## src/rtl/naive_bus_uart_tx_if.sv

```systemverilog
// naive_bus: split read/write request/grant bus between the router and its slaves.
// Slaves see addresses already masked to their own offset window.
interface naive_bus;
    logic        rd_req;
    logic        rd_gnt;
    logic [31:0] rd_addr;
    logic [31:0] rd_data;
    logic        wr_req;
    logic        wr_gnt;
    logic [31:0] wr_addr;
    logic [31:0] wr_data;
    logic [3:0]  wr_be;

    modport master (
        output rd_req, rd_addr, wr_req, wr_addr, wr_data, wr_be,
        input  rd_gnt, rd_data, wr_gnt
    );

    modport slave (
        input  rd_req, rd_addr, wr_req, wr_addr, wr_data, wr_be,
        output rd_gnt, rd_data, wr_gnt
    );
endinterface

```

## src/rtl/naive_bus_uart_tx.sv

```systemverilog
// UART transmitter on naive_bus: TXDATA (0x0) feeds a byte FIFO, STATUS (0x4) reports FIFO/FSM state.
// Define UART_TX_PARITY_EN to add an even-parity bit between the data bits and the stop bit.
module naive_bus_uart_tx #(
    parameter int CLK_DIV         = 868,
    parameter int FIFO_DEPTH_LOG2 = 4
) (
    input  logic    clk,
    input  logic    rst_n,
    naive_bus.slave bus,
    output logic    tx
);
    localparam int               DEPTH      = 1 << FIFO_DEPTH_LOG2;
    localparam int               CW         = FIFO_DEPTH_LOG2 + 1;
    localparam logic [15:0]      BIT_RELOAD = 16'(CLK_DIV - 1);
    localparam logic [CW-1:0]    FULL_COUNT = CW'(DEPTH);
    localparam logic [1:0]       OFF_TXDATA = 2'd0;
    localparam logic [1:0]       OFF_STATUS = 2'd1;

    typedef enum logic [2:0] {
        S_IDLE,
        S_START,
        S_DATA,
`ifdef UART_TX_PARITY_EN
        S_PARITY,
`endif
        S_STOP
    } state_t;

    logic [7:0]                 r_mem [DEPTH];
    logic [FIFO_DEPTH_LOG2-1:0] r_wrPtr;
    logic [FIFO_DEPTH_LOG2-1:0] r_rdPtr;
    logic [CW-1:0]              r_count;
    state_t                     r_state;
    logic [15:0]                r_divCnt;
    logic [2:0]                 r_bitIdx;
    logic [7:0]                 r_shift;
    logic                       r_tx;
    logic [31:0]                r_rdData;
`ifdef UART_TX_PARITY_EN
    logic                       r_parity;
`endif

    logic        w_full;
    logic        w_empty;
    logic        w_wrTxData;
    logic        w_push;
    logic        w_pop;
    logic        w_bitDone;
    logic [7:0]  w_popData;
    logic [31:0] w_status;
    logic [31:0] w_rdValue;
    logic        w_unused;

    assign w_full     = (r_count == FULL_COUNT);
    assign w_empty    = (r_count == '0);
    assign w_wrTxData = bus.wr_req && (bus.wr_addr[3:2] == OFF_TXDATA) && bus.wr_be[0];
    // A write is refused whenever the FIFO is full, even if the FSM pops in the same cycle.
    assign w_push     = w_wrTxData && !w_full;
    assign w_bitDone  = (r_divCnt == 16'd0);
    assign w_pop      = !w_empty && ((r_state == S_IDLE) || ((r_state == S_STOP) && w_bitDone));
    assign w_popData  = r_mem[r_rdPtr];

    assign bus.rd_gnt  = 1'b1;
    assign bus.wr_gnt  = !(w_wrTxData && w_full);
    assign bus.rd_data = r_rdData;
    assign tx          = r_tx;

    assign w_unused = ^{bus.rd_addr[31:4], bus.rd_addr[1:0], bus.wr_addr[31:4],
                        bus.wr_addr[1:0], bus.wr_data[31:8], bus.wr_be[3:1]};

    always_ff @(posedge clk or negedge rst_n) begin
        if (!rst_n) begin
            r_wrPtr <= '0;
            r_rdPtr <= '0;
            r_count <= '0;
        end else begin
            if (w_push)
                r_wrPtr <= r_wrPtr + FIFO_DEPTH_LOG2'(1);
            if (w_pop)
                r_rdPtr <= r_rdPtr + FIFO_DEPTH_LOG2'(1);
            if (w_push && !w_pop)
                r_count <= r_count + CW'(1);
            else if (!w_push && w_pop)
                r_count <= r_count - CW'(1);
        end
    end

    always_ff @(posedge clk) begin
        if (w_push)
            r_mem[r_wrPtr] <= bus.wr_data[7:0];
    end

    // Every non-idle state holds for CLK_DIV cycles; the transition logic only runs on the last one.
    always_ff @(posedge clk or negedge rst_n) begin
        if (!rst_n) begin
            r_state  <= S_IDLE;
            r_divCnt <= '0;
            r_bitIdx <= '0;
            r_shift  <= '0;
            r_tx     <= 1'b1;
`ifdef UART_TX_PARITY_EN
            r_parity <= 1'b0;
`endif
        end else if ((r_state != S_IDLE) && !w_bitDone) begin
            r_divCnt <= r_divCnt - 16'd1;
        end else begin
            r_divCnt <= BIT_RELOAD;
            case (r_state)
                S_IDLE: begin
                    if (w_pop) begin
                        r_shift  <= w_popData;
                        r_state  <= S_START;
                        r_tx     <= 1'b0;
`ifdef UART_TX_PARITY_EN
                        r_parity <= ^w_popData;
`endif
                    end
                end
                S_START: begin
                    r_state  <= S_DATA;
                    r_bitIdx <= '0;
                    r_tx     <= r_shift[0];
                    r_shift  <= {1'b0, r_shift[7:1]};
                end
                S_DATA: begin
                    if (r_bitIdx == 3'd7) begin
`ifdef UART_TX_PARITY_EN
                        r_state <= S_PARITY;
                        r_tx    <= r_parity;
`else
                        r_state <= S_STOP;
                        r_tx    <= 1'b1;
`endif
                    end else begin
                        r_bitIdx <= r_bitIdx + 3'd1;
                        r_tx     <= r_shift[0];
                        r_shift  <= {1'b0, r_shift[7:1]};
                    end
                end
`ifdef UART_TX_PARITY_EN
                S_PARITY: begin
                    r_state <= S_STOP;
                    r_tx    <= 1'b1;
                end
`endif
                S_STOP: begin
                    // Chain straight into the next frame when another byte is waiting.
                    if (w_pop) begin
                        r_shift  <= w_popData;
                        r_state  <= S_START;
                        r_tx     <= 1'b0;
`ifdef UART_TX_PARITY_EN
                        r_parity <= ^w_popData;
`endif
                    end else begin
                        r_state <= S_IDLE;
                        r_tx    <= 1'b1;
                    end
                end
                default: begin
                    r_state <= S_IDLE;
                    r_tx    <= 1'b1;
                end
            endcase
        end
    end

    always_comb begin
        w_status                     = '0;
        w_status[FIFO_DEPTH_LOG2:0]  = r_count;
        w_status[16]                 = (r_state != S_IDLE);
        w_status[17]                 = w_full;
        w_status[18]                 = w_empty;
    end

    assign w_rdValue = (bus.rd_addr[3:2] == OFF_STATUS) ? w_status : 32'd0;

    always_ff @(posedge clk or negedge rst_n) begin
        if (!rst_n)
            r_rdData <= '0;
        else if (bus.rd_req)
            r_rdData <= w_rdValue;
    end
endmodule

```

## src/flat_wrapper.sv

```systemverilog
// flat-port wrapper written by rule: the top's interface ports become plain ports
module naive_bus_uart_tx_flat 
#(
    parameter int CLK_DIV         = 868,
    parameter int FIFO_DEPTH_LOG2 = 4
)
  (clk, rst_n, tx, bus_rd_req, bus_rd_addr, bus_wr_req, bus_wr_addr, bus_wr_data, bus_wr_be, bus_rd_gnt, bus_rd_data, bus_wr_gnt);
  naive_bus bus_i ();
  input  logic clk;
  input  logic rst_n;
  output logic tx;
  input wire logic [$bits(bus_i.rd_req)-1:0] bus_rd_req;
  input wire logic [$bits(bus_i.rd_addr)-1:0] bus_rd_addr;
  input wire logic [$bits(bus_i.wr_req)-1:0] bus_wr_req;
  input wire logic [$bits(bus_i.wr_addr)-1:0] bus_wr_addr;
  input wire logic [$bits(bus_i.wr_data)-1:0] bus_wr_data;
  input wire logic [$bits(bus_i.wr_be)-1:0] bus_wr_be;
  output wire logic [$bits(bus_i.rd_gnt)-1:0] bus_rd_gnt;
  output wire logic [$bits(bus_i.rd_data)-1:0] bus_rd_data;
  output wire logic [$bits(bus_i.wr_gnt)-1:0] bus_wr_gnt;
  assign bus_i.rd_req = bus_rd_req;
  assign bus_i.rd_addr = bus_rd_addr;
  assign bus_i.wr_req = bus_wr_req;
  assign bus_i.wr_addr = bus_wr_addr;
  assign bus_i.wr_data = bus_wr_data;
  assign bus_i.wr_be = bus_wr_be;
  assign bus_rd_gnt = bus_i.rd_gnt;
  assign bus_rd_data = bus_i.rd_data;
  assign bus_wr_gnt = bus_i.wr_gnt;
  naive_bus_uart_tx #(.CLK_DIV(CLK_DIV), .FIFO_DEPTH_LOG2(FIFO_DEPTH_LOG2)) u_core (.clk(clk), .rst_n(rst_n), .bus(bus_i), .tx(tx));
endmodule
```

## config.mk

```make
export PLATFORM = sky130hd
export DESIGN_NAME = naive_bus_uart_tx_flat
export DESIGN_NICKNAME = d
export VERILOG_FILES = /design/src/rtl/naive_bus_uart_tx_if.sv /design/src/rtl/naive_bus_uart_tx.sv /design/src/flat_wrapper.sv
export SDC_FILE = /design/constraint.sdc
export NUM_CORES = 1
export LEC_CHECK = 0
export CAP_MARGIN = 20
export CORE_MARGIN = 5
export CORE_UTILIZATION = 57
export DETAILED_ROUTE_END_ITERATION = 8
export PLACE_DENSITY = 0.93
export SETUP_SLACK_MARGIN = 0.15
export SLEW_MARGIN = 25
export SYNTH_ARGS = -nofsm -noshare
export SYNTH_HDL_FRONTEND = slang
export SYNTH_SLANG_ARGS = --single-unit
```

## constraint.sdc

```tcl
create_clock -name clk -period 5.73 [get_ports clk]
set_input_delay 0.573 -clock clk [delete_from_list [all_inputs] [get_ports clk]]
set_output_delay 0.573 -clock clk [all_outputs]
set_load 0.005 [all_outputs]
```

# --- After elaboration in Yosys (flattened, before gate mapping) ---
# Memory sizes are Yosys's and may differ from the RTL's.
# Index checks and enable logic that the tools add are counted.
totals:
  ff_bits: 76
  latchBits: 0
  ramBits: 128
  rom_bits: 0
  in_bits: 104
  out_inout_bits: 35
  elab_cells: 75
  n_memories: 1
op_classes:
  n_addsub: 6
  multipliers: 0
  n_div: 0
  n_lt_le_gt_ge: 0
  n_eq_ne: 10
  n_shift: 0
  n_mux: 19
  bitwise: 1
  n_reduce_logical: 29
memory_table:
  columns: ["name", "words", "width", "rd", "rd_ports_with_merged_regs", "wr", "line", "rtl"]
  rows:
  - ["u_core.r_mem", 16, 8, 1, 0, 1, "naive_bus_uart_tx.sv:29", "logic [7:0] r_mem [DEPTH];"]
op_table:
  columns: ["cell", "count"]
  rows:
  - ["$pmux W8 S3", 1]
  - ["$mux W19", 1]
  - ["$logic_not A16 Y1", 1]
  - ["$mux W16", 1]
  - ["$mux W8", 2]
  - ["$sub A16 B1 Y16 const B", 1]
  - ["$pmux W3 S4", 1]
  - ["$mux W5", 2]
  - ["$logic_and A1 B1 Y1", 9]
  - ["$mux W3", 3]
  - ["$add A4 B1 Y4 const B", 2]
  - ["$eq A3 B2 Y1 const B", 2]
  - ["$logic_not A1 Y1", 6]
  - ["$mux W1", 6]
  - ["$ne A2 B1 Y1 const B", 3]
  - ["$pmux W3 S2", 1]
  - ["$reduce_and A3 Y1", 2]
  - ["$reduce_bool A3 Y1", 2]
  - ["$add A5 B1 Y5 const B", 1]
  - ["$eq A5 B5 Y1 const B", 1]
  - ["$logic_not A5 Y1", 1]
  - ["$sub A5 B1 Y5 const B", 1]
  - ["$pmux W1 S4", 1]
  - ["$reduce_and A4 Y1", 1]
  - ["other kinds (12)", 13]

# --- Longest topological paths before layout ---
depth:
  word_depth: 8
  depth_mapped: 15
  ltp_nobuf: 15

# --- Worst setup path after synthesis ---
# OpenSTA, ideal clock, no wires.
synth_path:
  path_kind: "register to register"
  start: "register u_core.r_divCnt[9]"
  end: "register u_core.r_count[4]"
  setup_ns: 0.133
  arrival_ns: 2.766
  t_required_ns: 5.597
  path_slack_ns: 2.830
  stages_incl_launch_ff: 14
  period_less_slack_ns: 2.900
  cell_sequence: "dfrtp_1 nor4_1 and4_1 nor2_1 nor2_1 inv_1 ha_1 inv_1 ha_1 a21o_1 a21oi_1 xnor2_1 nor2_1 xor2_1"
synth_between:
  elab_chain_cells: 7
  elab_cells_between_ends: 9
synth_rtl:
  columns: ["element", "line", "rtl"]
  rows:
  - ["start: declaration", "naive_bus_uart_tx.sv:34", "logic [15:0] r_divCnt;"]
  - ["start signal: assignment", "naive_bus_uart_tx.sv:105", "r_divCnt <= r_divCnt - 16'd1;"]
  - ["$logic_not A16 Y1 *", "naive_bus_uart_tx.sv:59", "assign w_bitDone = (r_divCnt == 16'd0);"]
  - ["$logic_and A1 B1 Y1 *", "naive_bus_uart_tx.sv:60", "assign w_pop = !w_empty && ((r_state == S_IDLE) || ((r_state == S_STOP) && w_bitDone));"]
  - ["$logic_or A1 B1 Y1 *", "naive_bus_uart_tx.sv:60", null]
  - ["$logic_and A1 B1 Y1 *", "naive_bus_uart_tx.sv:60", null]
  - ["$logic_not A1 Y1", "naive_bus_uart_tx.sv:81", "if (w_push && !w_pop)"]
  - ["$logic_and A1 B1 Y1", "naive_bus_uart_tx.sv:81", null]
  - ["$mux W5 / $reduce_bool A2 Y1 (equally long branches)", null, null]
  - ["end signal: assignment", "naive_bus_uart_tx.sv:82", "r_count <= r_count + CW'(1);"]
  - ["end signal: assignment", "naive_bus_uart_tx.sv:84", "r_count <= r_count - CW'(1);"]
  - ["end: declaration", "naive_bus_uart_tx.sv:32", "logic [CW-1:0] r_count;"]
# Mark *: on every way between the ends. The rest lies on a longest branch, timed or not.
# A chain may end at the register's enable or synchronous reset.

# --- Final worst setup path ---
layout_path:
  start: "register u_core.r_divCnt[8]"
  end: "register u_core.r_count[4]"
# The elaborated chain is that of the path after synthesis.

==> flow_metrics.env <==
export IMPL_cts_tree="built"
export IMPL_end_kind="register"
export IMPL_synth_seq_cells=179
export IMPL_synth_edf_count=128
export IMPL_core_area_um2=13720
export IMPL_cts_max_level=4
export IMPL_ant_nets=0
export IMPL_clk_pin_slew_ns=0.06
export IMPL_hpwl_um=10220
export IMPL_clock_insertion_delay_worst_skew_ns=0.43
export IMPL_critPathKind="reg -> reg"
export IMPL_finalHoldViolCount=0
export IMPL_synthAdderAreaFrac=0.02794
export IMPL_grt_pass1_wl_um=24420
export IMPL_clock_sinks=179
export IMPL_routed_via_density=5.842
export IMPL_status="completed"
export IMPL_port_buffer_count=26
export IMPL_fmax_ghz=0.2774
export IMPL_drc=0
export IMPL_n_fill_cell=944
export IMPL_layout_commonest_cell="edfxtp_1"
export IMPL_vias=4656
export IMPL_cp_data_required_time_ns=6.03
export IMPL_cap_violations=0
export IMPL_cts_hold_buf=0
export IMPL_dr_pass1_iters=5
export IMPL_routed_wl_um=15860
export IMPL_utilization=0.6409
export IMPL_path_max_fanout=13
export IMPL_busiest_layer="met2"
export IMPL_power_leakage_nw=3.291
export IMPL_start_util=0.5746
export IMPL_globalRoute_totalOverflow=0
export IMPL_wl_per_cell_um=19.89
export IMPL_drive_gt1_frac=0.09076
export IMPL_reg2reg_depth=13
export IMPL_setup_worst_path_start="u_core.r_divCnt[8]$_DFF_PN0_"
export IMPL_syn_area_um2=7883
export IMPL_final_max_slew_viol_count=0
export IMPL_syn_to_final_growth_pct=11.56
export IMPL_cp_start_kind="register"
export IMPL_synth_ff_type="edfxtp_1"
export IMPL_cp_arrival_ns=3.90
export IMPL_r2r_start="u_core.r_divCnt[8]$_DFF_PN0_"
export IMPL_fin_worst_skew_ns=0.009645
export IMPL_max_vdd_ir_drop_mv=0.4267
export IMPL_async_flop_share=0.2849
export IMPL_cts_made_buffers=17
export IMPL_relSlewSlack=0.3937
export IMPL_synth_top_family_by_area="multiplexers"
export IMPL_fin_setup_tns_ns=0
export IMPL_clockBufferDepth=2
export IMPL_synthMuxAreaShare=0.09048
export IMPL_row_count=43
export IMPL_grt_max_degree=52
export IMPL_final_nets=725
export IMPL_cts_root_buffer="clkbuf_16"
export IMPL_use_met3=0.04222
export IMPL_synth_distinct_cells=54
export IMPL_antenna_found_initial=0
export IMPL_grt_pass1_vias=4676
export IMPL_yosys_area_share_xor_xnor=0.02667
export IMPL_io_pins=139
export IMPL_min_period_ns=3.605
export IMPL_synth_compound_area_share=0.07587
export IMPL_dieArea_um2=16280
export IMPL_power_w=0.004047
export IMPL_die_height_um=127.6
export IMPL_setup_violations=0
export IMPL_grt_use_met2=0.3524
export IMPL_hp_class="in -> async"
export IMPL_use_met1=0.2388
export IMPL_worst_slew_pin_transition_ns=0.9061
export IMPL_fin_crit_sh=0.6291
export IMPL_drtIter0Drc=450
export IMPL_synth_simple_gate_area_frac=0.07952
export IMPL_power_density_nw_per_um2=460.2
export IMPL_yosysSeqAreaShare=0.6497
export IMPL_yosysWarnings=0
export IMPL_avgSynthCellArea_um2=13.57
export IMPL_rsz0062_at_grt="no"
export IMPL_ctsResizeCount=0
export IMPL_syn_inst=581
export IMPL_final_cell_mix="edfxtp_1 (128), mux2i_1 (60), dfrtp_1 (48)"
export IMPL_insertedDiodeCount=0
export IMPL_gp_congestion=0.8019
export IMPL_die_w_um=127.6
export IMPL_post_cts_setup_buffers=0
export IMPL_groute_usage_overall=0.1976
## stage by stage
step | hold slack, ns | area (µm²) | worst slack [ns] | std cells
CTS | 0.1891 | 8751 | 2.139 | 796
global placement | 0.4326 | 8190 | 2.055 | 764
finish | 0.1706 | 8793 | 2.125 | 797
floorplan | 0.2774 | 7969 | 2.830 | 604
detailed placement | 0.4496 | 8193 | 1.955 | 764
global route | 0.2234 | 8793 | 1.869 | 797
## where the power goes
group | switching, W | internal [W]
combinational | 0.000655 | 0.000525
clock | 0.000496 | 0.000604
sequential | 0.000244 | 0.00152
## cell usage after synthesis, types with 16 or more instances
cell type    n  share of area
edfxtp_1   128           0.49
mux2i_1     60          0.076
dfrtp_1     50           0.16
nand2_1     47          0.022
nor2_1      33          0.016
buf_4       25          0.024
inv_1       25          0.012
a22oi_1     21          0.020
a21oi_1     19          0.012
o21ai_0     17          0.011
ha_1        16          0.025
xnor2_1     16          0.018
## sequential cells by signal, indices dropped and copies added, names as in the netlist
register / cells
u_core.r_mem: 128
u_core.bus.rd_data: 8
u_core.r_shift: 8
u_core.r_divCnt: 16
u_core.r_count: 5
u_core.r_bitIdx: 3
u_core.r_state: 2
u_core.tx: 1
u_core.r_rdPtr: 4
u_core.r_wrPtr: 4
## final cells by class
type,count,area (µm²),share of cell area
clock inverters,13,125.1,0.01423
clock buffers,19,432.9,0.04923
flip-flops and latches,179,5126,0.5830
well taps,180,225.2,0.02561
inverters,25,93.84,0.01067
repair buffers,31,315.3,0.03586
multi-input cells,350,2475,0.2814
## per-layer routing
metal / vias up / wire length, µm
met3: 24 / 1024
met2: 176 / 8387
li1: 2130 / -
met4: 0 / 265
met5: - / 0
met1: 2326 / 6177
## path summary, 6_finish.rpt
| kind | end | slack, ns |
|---|---|---|
| worst max register to register | u_core.r_count[4]$_DFFE_PN0P_ | 2.13 |
| min in group clk | u_core.r_divCnt[0]$_DFF_PN0_ | 0.45 |
| worst max-delay path | u_core.r_count[4]$_DFFE_PN0P_ | 2.13 |
| worst min-delay path | u_core.bus.rd_data[3]$_DFFE_PN0P_ | 0.17 |
| worst min register to register | u_core.r_divCnt[0]$_DFF_PN0_ | 0.45 |
| max in group asynchronous | u_core.r_rdPtr[0]$_DFFE_PN0P_ | 5.09 |
## critical path: stages (launching register included)
cell	delay (ns)
dfrtp_1	0.44
nor4_1	0.69
and4_1	0.37
nor2_1	0.20
nor2_1	0.30
inv_1	0.08
ha_1	0.23
inv_1	0.14
ha_1	0.29
a21o_1	0.20
a21oi_1	0.18
xnor2_1	0.14
nor2_1	0.07
xor2_1	0.14
## cell families after synthesis
family                     count (synthesis)
and+or+nand+nor                          130
other                                      2
DFF                                      179
xor gates and xnor gates                  24
muxes                                     67
AOI/OAI and AO/OA                         87
buffers and inverters                     75
adders and majority gates                 17
No activity file was read; power rests on OpenSTA's default activity.
